## config.mk

```make
export PLATFORM = sky130hd
export DESIGN_NAME = uart_tx_port
export DESIGN_NICKNAME = d
export VERILOG_FILES = /design/src/rtl/uart_tx_port.sv
export SDC_FILE = /design/constraint.sdc
export NUM_CORES = 1
export LEC_CHECK = 0
export BUFFER_PORTS_ARGS = -buffer_cell sky130_fd_sc_hd__buf_2
export CAP_MARGIN = 0
export CORE_MARGIN = 3
export CORE_UTILIZATION = 45
export DETAILED_ROUTE_END_ITERATION = 6
export HOLD_SLACK_MARGIN = 0.08
export SYNTH_ARGS = -nofsm -noshare
export SYNTH_HDL_FRONTEND = slang
export SYNTH_SLANG_ARGS = --single-unit
```

## constraint.sdc

```tcl
create_clock -name clk -period 2.23 [get_ports clk]
set_input_delay 0.223 -clock clk [delete_from_list [all_inputs] [get_ports clk]]
set_output_delay 0.223 -clock clk [all_outputs]
set_load 0.02 [all_outputs]
```

## src/rtl/uart_tx_port.sv

```systemverilog
// uart_tx_port: 8N1 UART transmitter fed by a small circular FIFO.
//   clk, reset   : clock (rising edge) and asynchronous active-high reset
//   we, wd       : CPU write strobe and data byte; a write while full is dropped
//   clr_ovf      : clears the sticky overflow flag (a new overflow wins)
//   tx           : registered serial output, idle high
//   busy         : a frame is on the line
//   count        : FIFO occupancy; full/empty decoded from it
//   ovf          : sticky flag, a write was attempted while full
// A frame is start + 8 data bits (LSB first) + stop, each DIV clk cycles.
// Back-to-back frames chain straight from STOP into START with no gap.
module uart_tx_port #(
   parameter int DIV   = 16,
   parameter int DEPTH = 4
) (
   input  logic                       clk,
   input  logic                       reset,
   input  logic                       we,
   input  logic [7:0]                 wd,
   input  logic                       clr_ovf,
   output logic                       tx,
   output logic                       busy,
   output logic [$clog2(DEPTH):0]     count,
   output logic                       full,
   output logic                       empty,
   output logic                       ovf
);

   localparam int AW = $clog2(DEPTH);
   localparam int CW = AW + 1;
   localparam logic [7:0] BAUD_LAST = 8'(DIV - 1);

   typedef enum logic [1:0] {IDLE, START, DATA, STOP} state_t;

   state_t          state_q, state_d;
   logic [7:0]      baud_q, baud_d;
   logic [2:0]      bit_q, bit_d;
   logic [7:0]      shreg_q, shreg_d;
   logic            tx_q, tx_d;
   logic            ovf_q, ovf_d;
   logic [AW-1:0]   wp_q, wp_d, rp_q, rp_d;
   logic [CW-1:0]   count_q, count_d;
   logic [7:0]      mem_q [DEPTH];
   logic [7:0]      mem_d [DEPTH];

   logic            push, pop, have, baud_last;

   always_comb begin
      full      = (count_q == CW'(DEPTH));
      empty     = (count_q == '0);
      have      = !empty;
      baud_last = (baud_q == BAUD_LAST);
      push      = we & ~full;
      pop       = 1'b0;

      state_d = state_q;
      bit_d   = bit_q;
      shreg_d = shreg_q;
      tx_d    = tx_q;
      // Counter free-runs 0..DIV-1 in every active state; transitions only
      // occur at the wrap (or out of IDLE), so it is 0 on each state entry.
      baud_d  = (state_q == IDLE || baud_last) ? 8'd0 : baud_q + 8'd1;

      case (state_q)
         IDLE: begin
            tx_d = 1'b1;
            if (have) begin
               pop     = 1'b1;
               shreg_d = mem_q[rp_q];
               state_d = START;
               tx_d    = 1'b0;
            end
         end
         START: if (baud_last) begin
            state_d = DATA;
            bit_d   = 3'd0;
            tx_d    = shreg_q[0];
         end
         DATA: if (baud_last) begin
            if (bit_q == 3'd7) begin
               state_d = STOP;
               tx_d    = 1'b1;
            end else begin
               bit_d   = bit_q + 3'd1;
               shreg_d = shreg_q >> 1;
               tx_d    = shreg_q[1];
            end
         end
         STOP: if (baud_last) begin
            if (have) begin
               pop     = 1'b1;
               shreg_d = mem_q[rp_q];
               state_d = START;
               tx_d    = 1'b0;
            end else begin
               state_d = IDLE;
               tx_d    = 1'b1;
            end
         end
         default: begin
            state_d = IDLE;
            tx_d    = 1'b1;
         end
      endcase

      // Full is judged on the pre-edge count, so a same-cycle pop never
      // rescues a write into a full FIFO.
      ovf_d   = (we & full) | (ovf_q & ~clr_ovf);
      wp_d    = wp_q + AW'(push);
      rp_d    = rp_q + AW'(pop);
      count_d = count_q + CW'(push) - CW'(pop);
      mem_d   = mem_q;
      if (push) mem_d[wp_q] = wd;
   end

   always_ff @(posedge clk or posedge reset) begin
      if (reset) begin
         state_q <= IDLE;
         baud_q  <= '0;
         bit_q   <= '0;
         shreg_q <= '0;
         tx_q    <= 1'b1;
         ovf_q   <= 1'b0;
         wp_q    <= '0;
         rp_q    <= '0;
         count_q <= '0;
         for (int i = 0; i < DEPTH; i++) mem_q[i] <= '0;
      end else begin
         state_q <= state_d;
         baud_q  <= baud_d;
         bit_q   <= bit_d;
         shreg_q <= shreg_d;
         tx_q    <= tx_d;
         ovf_q   <= ovf_d;
         wp_q    <= wp_d;
         rp_q    <= rp_d;
         count_q <= count_d;
         mem_q   <= mem_d;
      end
   end

   assign tx    = tx_q;
   assign busy  = (state_q != IDLE);
   assign count = count_q;
   assign ovf   = ovf_q;

endmodule

```

==> flow_results.xml <==
<?xml version="1.0" encoding="UTF-8"?>
<metrics>
  <group name="pwr">
    <metric name="power-per-cell-area" unit="mW/mm²">1021</metric>
    <metric name="total_leakage_power" unit="nW">1.637</metric>
    <metric name="vdd_drop_max" unit="V">0.0006998</metric>
  </group>
  <group name="yosys">
    <metric name="synth_seq_area_share" unit="">0.5158</metric>
    <metric name="mappedNetlistArea" unit="mm²">0.003010</metric>
    <metric name="yosysWarningCount" unit="">0</metric>
    <metric name="synth_ff_type" unit="">sky130_fd_sc_hd__dfrtp_1</metric>
    <metric name="post_synth.cell_area_avg" unit="µm²">12.70</metric>
    <metric name="synth_top_cells_by_area" unit="">sky130_fd_sc_hd__dfrtp_1 51%, sky130_fd_sc_hd__mux2_2 18%, sky130_fd_sc_hd__ha_1 4.2%, sky130_fd_sc_hd__mux2_4 3.5%, sky130_fd_sc_hd__inv_1 2.0%</metric>
    <metric name="synth_enable_flop_cells" unit="">0</metric>
    <metric name="synth.distinct_cells" unit="">45</metric>
    <metric name="ys_ff_latch" unit="">62</metric>
    <metric name="netlist_instances" unit="">237</metric>
    <metric name="synth.largest_area_cell" unit="">sky130_fd_sc_hd__dfrtp_1</metric>
    <metric name="yosys.area.top_type_share" unit="">0.5071</metric>
    <metric name="synth_fp_nets" unit="">260</metric>
    <metric name="async_reset_ff_frac" unit="">1.000</metric>
  </group>
  <group name="min_path">
    <metric name="hold_path_startpoint" unit="">we</metric>
    <metric name="worst_hold_path_type" unit="">primary input to flip-flop</metric>
    <metric name="holdPathEnd" unit="">ovf$_DFF_PP0_</metric>
    <metric name="hold_path_depth" unit="">3</metric>
  </group>
  <group name="timing">
    <metric name="final.min_clock_period" unit="ns">2.121</metric>
    <metric name="rsz0062_at_grt" unit="">no</metric>
    <metric name="hold_viol_final" unit="">0</metric>
    <metric name="finalMaxSlewViolations" unit="">0</metric>
    <metric name="tightestPinTransition" unit="ns">0.4276</metric>
    <metric name="tns" unit="ns">0</metric>
    <metric name="slew-limit-headroom" unit="">0.7076</metric>
    <metric name="setup_violations" unit="">0</metric>
    <metric name="setup_ws" unit="ns">0.1087</metric>
    <metric name="max_clock_skew" unit="ns">0.008907</metric>
    <metric name="fmax" unit="GHz">0.4714</metric>
    <metric name="final_min_period_over_clock_period" unit="">0.9512</metric>
  </group>
  <group name="run">
    <metric name="max_cap_violations" unit="">0</metric>
  </group>
  <group name="layout">
    <metric name="sequential_cell_area" unit="mm²">0.001553</metric>
    <metric name="layout-drive-gt1-share" unit="">0.4514</metric>
    <metric name="final.fill_count" unit="">545</metric>
    <metric name="antenna_cells_inserted" unit="">0</metric>
    <metric name="fin_nets" unit="">306</metric>
    <metric name="area_delta_synth_final" unit="%">19.41</metric>
    <metric name="multi_input_area" unit="mm²">0.001413</metric>
    <metric name="layout.cells.most_common" unit="">sky130_fd_sc_hd__dfrtp_1</metric>
    <metric name="mostFrequentLayoutCells" unit="">61 x sky130_fd_sc_hd__dfrtp_1, 48 x sky130_fd_sc_hd__mux2_2, 21 x sky130_fd_sc_hd__buf_4, 19 x sky130_fd_sc_hd__buf_2, 14 x sky130_fd_sc_hd__inv_1</metric>
  </group>
  <group name="global_routing">
    <metric name="grt_pass1_wl" unit="µm">9660</metric>
    <metric name="first_global_vias" unit="">2024</metric>
    <metric name="antenna_violations_before_repair" unit="">0</metric>
    <metric name="grt.overflow.total" unit="">0</metric>
    <metric name="grt_max_degree" unit="">25</metric>
    <metric name="track_usage" unit="">0.1670</metric>
  </group>
  <group name="clocking">
    <metric name="cts.reportedPaths.clkPinSlew" unit="ns">0.06</metric>
    <metric name="cts-buffers-inserted" unit="">9</metric>
    <metric name="cts.sinks" unit="">62</metric>
    <metric name="cts_max_path_buffers" unit="">2</metric>
    <metric name="cts_root_buf" unit="">sky130_fd_sc_hd__clkbuf_8</metric>
    <metric name="clock_tree.htree_level_count" unit="">3</metric>
    <metric name="cts_tree" unit="">yes</metric>
    <metric name="worst_skew_pair.late_latency" unit="ns">0.34</metric>
  </group>
  <group name="floorplan">
    <metric name="die-width" unit="µm">87.79</metric>
    <metric name="floorplan.die_area" unit="mm²">0.007707</metric>
    <metric name="num_rows" unit="">29</metric>
    <metric name="initial_standard_cell_utilization_of_the_core" unit="">0.4687</metric>
    <metric name="design.portCount" unit="">20</metric>
    <metric name="floorplan.core_area" unit="mm²">0.006422</metric>
    <metric name="floorplan.die.height" unit="µm">87.79</metric>
  </group>
  <group name="route">
    <metric name="via_per_inst" unit="">5.227</metric>
    <metric name="drc_violations_left" unit="">0</metric>
    <metric name="dr.first_iter.drc_count" unit="">121</metric>
    <metric name="route.vias.total" unit="">1908</metric>
    <metric name="drt-wirelength-per-cell" unit="µm">15.31</metric>
    <metric name="route.final.wire_length" unit="µm">5588</metric>
    <metric name="postRouteAntennaNets" unit="">0</metric>
    <metric name="drt_first_pass_iters" unit="">4</metric>
  </group>
  <group name="worst_setup_path">
    <metric name="max_stage_delay" unit="ns">0.41</metric>
    <metric name="critical_path.reg2reg.startpoint" unit="">baud_q[5]$_DFF_PP0_</metric>
    <metric name="timing.critical_path.to_type" unit="">flip-flop</metric>
    <metric name="rr_worst_depth" unit="">8</metric>
    <metric name="worst-path-max-fanout" unit="">3</metric>
    <metric name="cp-start-kind" unit="">flip-flop</metric>
    <metric name="reg2reg_slack" unit="ns">0.11</metric>
    <metric name="required" unit="ns">2.45</metric>
    <metric name="arrival" unit="ns">2.34</metric>
    <metric name="cp_cell_sequence" unit="">nor4_4 -&gt; a31oi_4 -&gt; nor3_4 -&gt; xnor2_1 -&gt; ha_2 -&gt; fa_2 -&gt; xor2_1 -&gt; xnor2_1</metric>
    <metric name="crit_path_top_delay_cell" unit="">sky130_fd_sc_hd__dfrtp_1</metric>
    <metric name="timing_worst_setup_path_type" unit="">flip-flop to flip-flop</metric>
    <metric name="path_common_cell" unit="">sky130_fd_sc_hd__xnor2_1</metric>
    <metric name="worstReg2RegEnd" unit="">count[2]$_DFF_PP0_</metric>
  </group>
  <group name="place">
    <metric name="io_buffer_count" unit="">19</metric>
    <metric name="gpl.final_weighted_congestion" unit="">0.7236</metric>
    <metric name="pre_cts_ws" unit="ns">-0.04544</metric>
    <metric name="detailed_place_hpwl" unit="µm">3946</metric>
  </group>
  <group name="status">
    <metric name="status" unit="">complete, no violations</metric>
  </group>
</metrics>
==> what timing repair did <==
action,4_1_cts,5_1_grt
endpoints found under the setup margin,1,1
endpoints found under the hold margin,18,0
hold buffers,2,0
cloned,0,0
pin swaps,4,3
setup buffers,0,1
resized for setup,5,2
==> flip-flops by register name (all words and copies together), names as in the netlist <==
| signal | flops |
|---|---|
| mem_q | 32 |
| bit_q | 3 |
| ovf | 1 |
| shreg_q | 8 |
| rp_q | 2 |
| baud_q | 8 |
| state_q | 2 |
| count | 3 |
| wp_q | 2 |
| tx | 1 |
==> worst max-delay path, delay by kind of cell, from the launching register on <==
family / cells / cell delay [ns]
adders and majority gates: 2 / 0.51
AOI/OAI and AO/OA: 1 / 0.15
DFF: 1 / 0.41
and+or+nand+nor: 2 / 0.57
xor gates and xnor gates: 3 / 0.38
==> report_power, final <==
group | internal [W] | leakage, nW | switching, W
clock network | 0.000546 | 0.0955 | 0.000433
logic | 0.000596 | 0.780 | 0.000426
registers | 0.00149 | 0.762 | 0.000182
==> cells in the mapped netlist (2+ instances only) <==
cell / count
sky130_fd_sc_hd__a22o_1: 2
sky130_fd_sc_hd__mux2_4: 7
sky130_fd_sc_hd__a21oi_1: 10
sky130_fd_sc_hd__mux2_2: 48
sky130_fd_sc_hd__nand2b_1: 3
sky130_fd_sc_hd__nor2_1: 11
sky130_fd_sc_hd__nand3_1: 3
sky130_fd_sc_hd__xnor2_1: 5
sky130_fd_sc_hd__nor3_1: 3
sky130_fd_sc_hd__nand3b_2: 2
sky130_fd_sc_hd__buf_2: 2
sky130_fd_sc_hd__ha_1: 10
sky130_fd_sc_hd__clkbuf_1: 4
sky130_fd_sc_hd__o22ai_1: 7
sky130_fd_sc_hd__nand2_1: 5
sky130_fd_sc_hd__xor2_1: 6
sky130_fd_sc_hd__inv_1: 16
sky130_fd_sc_hd__dfrtp_1: 61
sky130_fd_sc_hd__o21ai_0: 4
sky130_fd_sc_hd__a211oi_1: 3
==> per-stage QoR <==
stage,area [µm²],total power (W),hold slack [ns],instances,utilization
2_1_floorplan,3020,0.002435,0.3194,237,-
3_3_place_gp,3326,0.002681,0.2483,346,0.5178
3_5_place_dp,3326,0.002721,0.2429,346,0.5178
4_1_cts,3572,0.003719,0.1062,364,0.5562
5_1_grt,3595,0.003904,0.1559,365,0.5597
6_report,3595,0.003672,0.1134,365,0.5597
==> metal layers <==
metal,up-vias,global-route usage,part of all wire
met5,-,0,0
met4,0,0.07531,0.020
met3,9,0.03669,0.029
met2,27,0.2527,0.45
met1,933,0.2303,0.50
li1,939,-,-
==> cell families after synthesis <==
kind of cell,count (synthesis),synth area share
compound gates,33,0.06983
mux,57,0.2253
flops,62,0.5158
xor+xnor,11,0.03200
buf+inv,23,0.03200
fa+ha+maj,11,0.04821
simple gates,40,0.07690
==> how the worst max path moves through the flow <==
| stage | start | to | slack (ns) | cells after the start |
|---|---|---|---|---|
| finish | baud_q[5]$_DFF_PP0_ | count[2]$_DFF_PP0_ | 0.11 | 8 |
| global route | state_q[1]$_DFFE_PP0P_ | count[2]$_DFF_PP0_ | 0.002 | 8 |
| CTS | baud_q[6]$_DFF_PP0_ | count[2]$_DFF_PP0_ | -0.001 | 8 |
| detailed placement | baud_q[5]$_DFF_PP0_ | count[2]$_DFF_PP0_ | -0.05 | 8 |
| global placement | baud_q[5]$_DFF_PP0_ | count[2]$_DFF_PP0_ | -0.002 | 8 |
| floorplan | count[1]$_DFF_PP0_ | count[2]$_DFF_PP0_ | 0.008 | 8 |
==> cell type report <==
| type | instances | share of cell area |
|---|---|---|
| inverter | 16 | 0.01671 |
| tap | 77 | 0.02680 |
| sequential | 62 | 0.4320 |
| clock buffer | 11 | 0.03933 |
| timing repair buffer | 42 | 0.07588 |
| multi-input combinational | 152 | 0.3930 |
| clock inverter | 5 | 0.01636 |
Power figures use the tool's default switching activity.
